$ cat config.mk
export PLATFORM = sky130hd
export DESIGN_NAME = logic_gate_unit
export DESIGN_NICKNAME = d
export VERILOG_FILES = /design/src/rtl/logic_gate_unit.sv
export SDC_FILE = /design/constraint.sdc
export NUM_CORES = 1
export LEC_CHECK = 0
export ABC_AREA = 1
export BUFFER_PORTS_ARGS = -buffer_cell sky130_fd_sc_hd__buf_4
export CORE_ASPECT_RATIO = 1.5
export CORE_MARGIN = 1
export CORE_UTILIZATION = 38
export CTS_CLUSTER_SIZE = 16
export DETAILED_ROUTE_END_ITERATION = 8
export PLACE_DENSITY = 0.62
export SETUP_SLACK_MARGIN = 0.4
export SLEW_MARGIN = 25
export SYNTH_ARGS = -nofsm -noshare
export SYNTH_HDL_FRONTEND = slang
export SYNTH_SLANG_ARGS = --single-unit
export TNS_END_PERCENT = 10
$ cat constraint.sdc
create_clock -name clk -period 4.5 [get_ports clk]
set_input_delay 0.45 -clock clk [delete_from_list [all_inputs] [get_ports clk]]
set_output_delay 0.45 -clock clk [all_outputs]
set_load 0.1 [all_outputs]
$ cat src/rtl/logic_gate_unit.sv
`timescale 1ns/1ps
`default_nettype none
// ============================================================================
//  Module   : logic_gate_unit
//  Purpose  : Bitwise logic unit with a valid/ready request port and a
//             DEPTH-entry result FIFO on a valid/ready result port.
//             Each accepted request (a, b, op) produces one WIDTH-bit result
//             and its zero flag. Both are stored in the FIFO and presented at
//             the head (c, c_zero) until the consumer takes them.
//  Ports    : clk        - clock, rising edge active
//             rst_n      - asynchronous active-low reset
//             a, b       - operands (WIDTH bits)
//             op         - 0 AND, 1 OR, 2 XOR, 3 NAND, 4 NOR, 5 XNOR,
//                          6 NOT a, 7 pass a
//             in_valid   - request present
//             in_ready   - unit can accept a request (buffer not full)
//             c, c_zero  - head result and its zero flag (0 when empty)
//             out_valid  - head result valid (buffer not empty)
//             out_ready  - consumer takes the head result
//             op_count   - accepted requests since reset, saturating
//  Revision : 1.0 - initial release
// ============================================================================
module logic_gate_unit #(
    parameter int WIDTH = 8,
    parameter int DEPTH = 4
) (
    input  logic             clk,
    input  logic             rst_n,
    input  logic [WIDTH-1:0] a,
    input  logic [WIDTH-1:0] b,
    input  logic [2:0]       op,
    input  logic             in_valid,
    output logic             in_ready,
    output logic [WIDTH-1:0] c,
    output logic             c_zero,
    output logic             out_valid,
    input  logic             out_ready,
    output logic [15:0]      op_count
);

    localparam int c_PTR_W = $clog2(DEPTH);
    localparam int c_CNT_W = $clog2(DEPTH + 1);
    localparam logic [c_CNT_W-1:0] c_DEPTH_CNT = c_CNT_W'(DEPTH);

    localparam logic [2:0] c_OP_AND  = 3'd0;
    localparam logic [2:0] c_OP_OR   = 3'd1;
    localparam logic [2:0] c_OP_XOR  = 3'd2;
    localparam logic [2:0] c_OP_NAND = 3'd3;
    localparam logic [2:0] c_OP_NOR  = 3'd4;
    localparam logic [2:0] c_OP_XNOR = 3'd5;
    localparam logic [2:0] c_OP_NOTA = 3'd6;

    // ------------------------------------------------------------------------
    // Storage and control state
    // ------------------------------------------------------------------------
    logic [WIDTH-1:0]   r_mem [DEPTH];
    logic [DEPTH-1:0]   r_zero;
    logic [c_PTR_W-1:0] r_wr_ptr;
    logic [c_PTR_W-1:0] r_rd_ptr;
    logic [c_CNT_W-1:0] r_count;
    logic [15:0]        r_op_count;
    // Held low through reset and set on the first edge after release, so
    // in_ready is low while in reset and rises one edge after rst_n does.
    logic               r_ready_en;

    logic               w_full;
    logic               w_empty;
    logic               w_push;
    logic               w_pop;
    logic [WIDTH-1:0]   w_result;

    // ------------------------------------------------------------------------
    // Operation decode
    // ------------------------------------------------------------------------
    always_comb begin
        w_result = a;
        case (op)
            c_OP_AND:  w_result = a & b;
            c_OP_OR:   w_result = a | b;
            c_OP_XOR:  w_result = a ^ b;
            c_OP_NAND: w_result = ~(a & b);
            c_OP_NOR:  w_result = ~(a | b);
            c_OP_XNOR: w_result = ~(a ^ b);
            c_OP_NOTA: w_result = ~a;
            default:   w_result = a;
        endcase
    end

    // ------------------------------------------------------------------------
    // Handshake qualification. in_ready is built only from registered state,
    // so a pop on the same edge never frees a slot for a push when full.
    // ------------------------------------------------------------------------
    assign w_full    = (r_count == c_DEPTH_CNT);
    assign w_empty   = (r_count == '0);
    assign in_ready  = r_ready_en & ~w_full;
    assign out_valid = ~w_empty;
    assign w_push    = in_valid & in_ready;
    assign w_pop     = out_valid & out_ready;

    // ------------------------------------------------------------------------
    // Result storage. Entries need no reset: they are only visible through
    // the head mux below, which is gated by the (reset) occupancy count.
    // ------------------------------------------------------------------------
    always_ff @(posedge clk) begin
        if (w_push) begin
            r_mem[r_wr_ptr] <= w_result;
        end
    end

    // ------------------------------------------------------------------------
    // Pointers, occupancy, zero flags and request counter. Pointers wrap
    // naturally because DEPTH is a power of two.
    // ------------------------------------------------------------------------
    always_ff @(posedge clk or negedge rst_n) begin
        if (!rst_n) begin
            r_wr_ptr   <= '0;
            r_rd_ptr   <= '0;
            r_count    <= '0;
            r_zero     <= '0;
            r_op_count <= '0;
            r_ready_en <= 1'b0;
        end else begin
            r_ready_en <= 1'b1;

            if (w_push) begin
                r_zero[r_wr_ptr] <= (w_result == '0);
                r_wr_ptr         <= r_wr_ptr + 1'b1;
                if (r_op_count != 16'hFFFF) begin
                    r_op_count <= r_op_count + 16'd1;
                end
            end

            if (w_pop) begin
                r_rd_ptr <= r_rd_ptr + 1'b1;
            end

            case ({w_push, w_pop})
                2'b10:   r_count <= r_count + 1'b1;
                2'b01:   r_count <= r_count - 1'b1;
                default: r_count <= r_count;
            endcase
        end
    end

    // ------------------------------------------------------------------------
    // Head outputs, forced to zero while empty so stale or never-written
    // entries are never visible.
    // ------------------------------------------------------------------------
    assign c        = w_empty ? '0 : r_mem[r_rd_ptr];
    assign c_zero   = ~w_empty & r_zero[r_rd_ptr];
    assign op_count = r_op_count;

endmodule
`default_nettype wire

== Word-level counts from Yosys, hierarchy flattened ==
Memory sizes are Yosys's and may differ from the RTL's.
Cells that the tools add are included.
Cells by class
  add/subtract/negate cells: 5
  $lt $le $gt $ge: 3
  equality and inequality tests: 10
  mux-type cells: 10
  bitwise operators: 13
  reductions and logical operators: 6
Operators by type and width (number)
  case mux 8 bit (7 select lines): 1
  NOT 8 bit: 4
  adder 16 x 1 -> 16 bit, second input constant: 1
  inequality test 16 bit, second input constant: 1
  == test 3 bit, second input constant: 4
  bitwise AND 8 bit: 1
  logical NOT 8 bit: 1
  2-to-1 mux 8 bit: 1
  OR 8 bit: 1
  XOR 8 bit: 1
  == test 3 x 2 -> 1 bit, second input constant: 2
  logical NOT 3 bit: 2
  < comparator 2 x 3 -> 1 bit, second input constant: 2
  case mux 3 bit (2 select lines): 1
  adder 2 x 1 -> 2 bit, second input constant: 2
  bitwise AND 1 bit: 4
  bitwise mux 4 bit: 1
  2-to-1 mux 1 bit: 4
  adder 3 x 1 -> 3 bit, second input constant: 1
  == test 3 x 1 -> 1 bit, second input constant: 1
  subtractor 3 x 1 -> 3 bit, second input constant: 1
  binary-select mux 1 bit (select 2 bit): 1
  demux 1 bit (select 2 bit): 1
  == test 2 x 1 -> 1 bit, second input constant: 1
  6 further kinds: 7
Storage, ports and cells
  flip-flop bits (word level): 28
  RAM bits: 32
  input port bits: 23
  output and inout port bits: 27
  logic and storage cells: 54
  memories kept: 1
Memories
  r_mem: words 4, bits a word 8, rd ports 1, clocked after Yosys merged registers in 0, wr ports 1, RTL line 56  | logic [WIDTH-1:0] r_mem [DEPTH];

== Longest topological paths before layout ==
  word-level depth: 6
  gate-level depth with buffers: 12
  mapped depth without buffers: 12

== Worst setup path before layout ==
OpenSTA, ideal clock, no wires.
  path type: register to output
  from: register r_rd_ptr[0]
  to: output c[0]
  data arrival time: 2582 ps
  required time: 4050 ps
  slack: 1468 ps
  stages on the path, launching flop included: 7
  buffers on the path: 2
  cell sequence: dfrtp_1 > clkbuf_1 > clkbuf_1 > nor2_1 > nor2_1 > o21ai_0 > a21oi_1
Between the ends
  cells in the longest elaborated chain, start to end: 2
Ends and longest elaborated chain
  start, declared: RTL line 59  | logic [c_PTR_W-1:0] r_rd_ptr;
  start signal, assigned: RTL line 134  | r_rd_ptr <= r_rd_ptr + 1'b1;
  memory (4 x 8 bit)
  2-to-1 mux 8 bit: RTL line 149  | assign c = w_empty ? '0 : r_mem[r_rd_ptr];
  end, declared: RTL line 34  | output logic [WIDTH-1:0] c,
Every way passes these cells.

== Worst setup path in the final report ==
  from: register r_rd_ptr[0]
  to: output c[5]
Same word-level chain as after synthesis.

==> reports/metrics.yaml <==
status: "finished with violations"
violations: "DRC"
synth-edff-count: 32
grt-busiest-layer: "met2"
grt_overflow: 0
cts_buffer_depth: 2
tns_ns: 0
rrSetupSlack_ns: 2.14
r2r_cells: 8
r2r_end: "r_count[1]"
nNetsFinal: 561
ys_warn_count: 0
chipHeight_um: 124
clkPwrFrac_pct: 22.3
yosys-top-cells-area: "edfxtp_1 26%, dfrtp_1 19%, nand2_1 10%"
min_period_ns: 2.70
num_antenna_cells: 0
dieArea_mm2: 0.0103
grt_max_degree: 29
start_util_pct: 38.9
synthCells: 470
async_flop_share_pct: 46.7
ys_ff_latch: 60
finalWirelength_um: 8010
rsz0062_at_grt: "false"
fillers: 953
p_leak_nw: 2.22
path_max_fanout: 20
cp.required_ns: 4.05
slowest_stage: "dfrtp_1"
syn_area_mm2: 0.00375
clkSlewWorstSetupHoldPaths_ns: 0.05
htree_levels: 3
tritoncts: "built"
gp_congestion: 0.863
die_w_um: 83.1
post-route-drc-count: 1
wl_per_cell_um: 12.6
clkSinkCount: 60
grtUsageMet3_pct: 3.31
cts_buffers: 9
maxSlewViolCount: 0
final_common_cell: "nand2_1"
syn2layout_area_growth_pct: 18.7
met1_usage_pct: 17.0
pwr-share-seq_pct: 28.2
synth_flop_cell: "edfxtp_1"
first_pass_iters: 6
vias: 3190
power_density_mw_per_mm2: 635
final_cell_mix: "103 x nand2_1, 67 x nor2_1, 66 x inv_1"
timing.fmax_mhz: 371
yosys.area.top_type: "edfxtp_1"
io_buffers: 49
p_sw_mw: 1.41
max_slew_margin_pct: 31.6
drt_iter0_drc: 174
worst_slew_pin_slew_ns: 1.02
timing.rr.start: "r_count[0]"
endpoint_kind: "output port"
critPathMaxStageDelay_ns: 0.61
grt_pass1_wl_um: 13400
worstPathCellList: "inv_1, o21ai_0, a21oi_1, buf_4"
grt_use_total_pct: 16.5
fin_skew_ns: 0.00626
maxCapViolCount: 0
power.internal_mw: 1.41
clk_latency_ns: 0.32
holdBufCountCts: 0
dp_hpwl_um: 5820
critPathArrivalTime_ns: 2.25
first_global_vias: 3019
finalSetupViolations: 0
antenna_found_initial: 0
vias_per_cell: 5.03
peakVddDrop_mv: 0.478
cts_resized: 0
design.core.area_mm2: 0.00963
drive_above_1_share_pct: 14.1
io-pin-count: 50
finalPower_mw: 2.83
hold_path.class: "in -> async"
antenna_left: 0
avgSynthCellArea_um2: 7.98
path_class: "reg -> out"
grt_use_met2_pct: 31.9
pwr-share-comb_pct: 49.5
final_hold_viol_count: 0
yosys.area.top_type_share_pct: 25.6
cts_root_buf: "clkbuf_16"
switching_share_pct: 50.0
ys_seq_area_share_pct: 44.3
finalCritPeriodShare_pct: 59.9
cp-start-kind: "register"
post-cts-setup-buffers: 0
row_count: 44
syn_nets: 516
synth_cell_types: 31
## worst max-delay path: cells and delay by family (launching register included)
kind	cells	cell delay (ns)
DFF	1	0.61
buffers and inverters	2	0.87
AOI/OAI and AO/OA	2	0.45
## cells in the mapped netlist, types with 3 or more instances
cell / instances
nand2_1: 103
nor2_1: 67
inv_1: 66
nand3_1: 34
edfxtp_1: 32
dfrtp_1: 28
o21ai_0: 26
nand4_1: 23
ha_1: 22
a21oi_1: 10
xor2_1: 10
xnor2_1: 6
buf_2: 5
clkbuf_1: 5
buf_4: 4
inv_2: 4
nand3b_1: 4
nor2_2: 3
nor3_1: 3
## sequential cells by signal, indices dropped and copies added, names as in the netlist
signal	flops
r_ready_en	1
r_wr_ptr	2
r_rd_ptr	2
r_mem	32
r_zero	4
r_count	3
op_count	16
## worst max-delay path by stage
stage | start | endpoint | slack (ns) | cells past startpoint
floorplan | r_rd_ptr[0] | c[0] | 1.47 | 6
global placement | r_count[0] | r_count[1] | 2.15 | 8
detailed placement | r_count[0] | r_count[1] | 2.12 | 8
CTS | r_rd_ptr[0] | c[5] | 1.78 | 4
global route | r_rd_ptr[0] | c[7] | 1.62 | 4
finish | r_rd_ptr[0] | c[5] | 1.80 | 4
## metal layers
metal	vias up	part of all wire (%)
met4	0	1.6
li1	1602	-
met2	71	55
met3	8	3.3
met1	1509	40
met5	-	0
## kinds of logic (layout without fill, tap and decap cells)
| group | after synthesis | in the layout | share of synthesized area (%) |
|---|---|---|---|
| AOI/OAI and AO/OA | 38 | 38 | 5.51 |
| and+or+nand+nor | 246 | 246 | 29.1 |
| other | 1 | 1 | 0.100 |
| DFF | 60 | 60 | 44.3 |
| adders and majority gates | 23 | 23 | 7.88 |
| xor gates and xnor gates | 16 | 16 | 3.74 |
| buffers and inverters | 86 | 135 | 9.38 |
## layout make-up
type                            instances  area, um^2  area share, %
Clock buffer                           11         233           5.23
Clock inverter                          4        41.3          0.928
Inverter                               71         267           5.99
Multi-Input combinational cell        324        1740           39.0
Sequential cell                        60        1660           37.3
Tap cell                              115         144           3.23
Timing Repair Buffer                   49         368           8.27
## stage by stage
| stage | utilization [%] | hold slack, ns | cells | area, um^2 | worst slack (ns) |
|---|---|---|---|---|---|
| final | 46.2 | 0.0461 | 634 | 4450 | 1.80 |
| after global routing | 46.2 | 0.0691 | 634 | 4450 | 1.62 |
| after CTS | 46.2 | 0.0505 | 634 | 4450 | 1.78 |
| after detailed placement | 43.3 | 0.392 | 619 | 4180 | 2.12 |
| after global placement | 43.3 | 0.387 | 619 | 4180 | 2.15 |
| after floorplan | - | 0.154 | 470 | 3750 | 1.47 |
## power groups by stage
| stage | Combinational [mW] | Clock (mW) | Sequential (mW) |
|---|---|---|---|
| 2_1_floorplan | 0.975 | 0 | 0.932 |
| 3_3_place_gp | 1.39 | 0 | 0.801 |
| 3_5_place_dp | 1.40 | 0 | 0.806 |
| 4_1_cts | 1.41 | 0.644 | 0.797 |
| 5_1_grt | 1.49 | 0.669 | 0.812 |
| 6_report | 1.40 | 0.630 | 0.796 |
No activity file was read; power rests on OpenSTA's default activity.
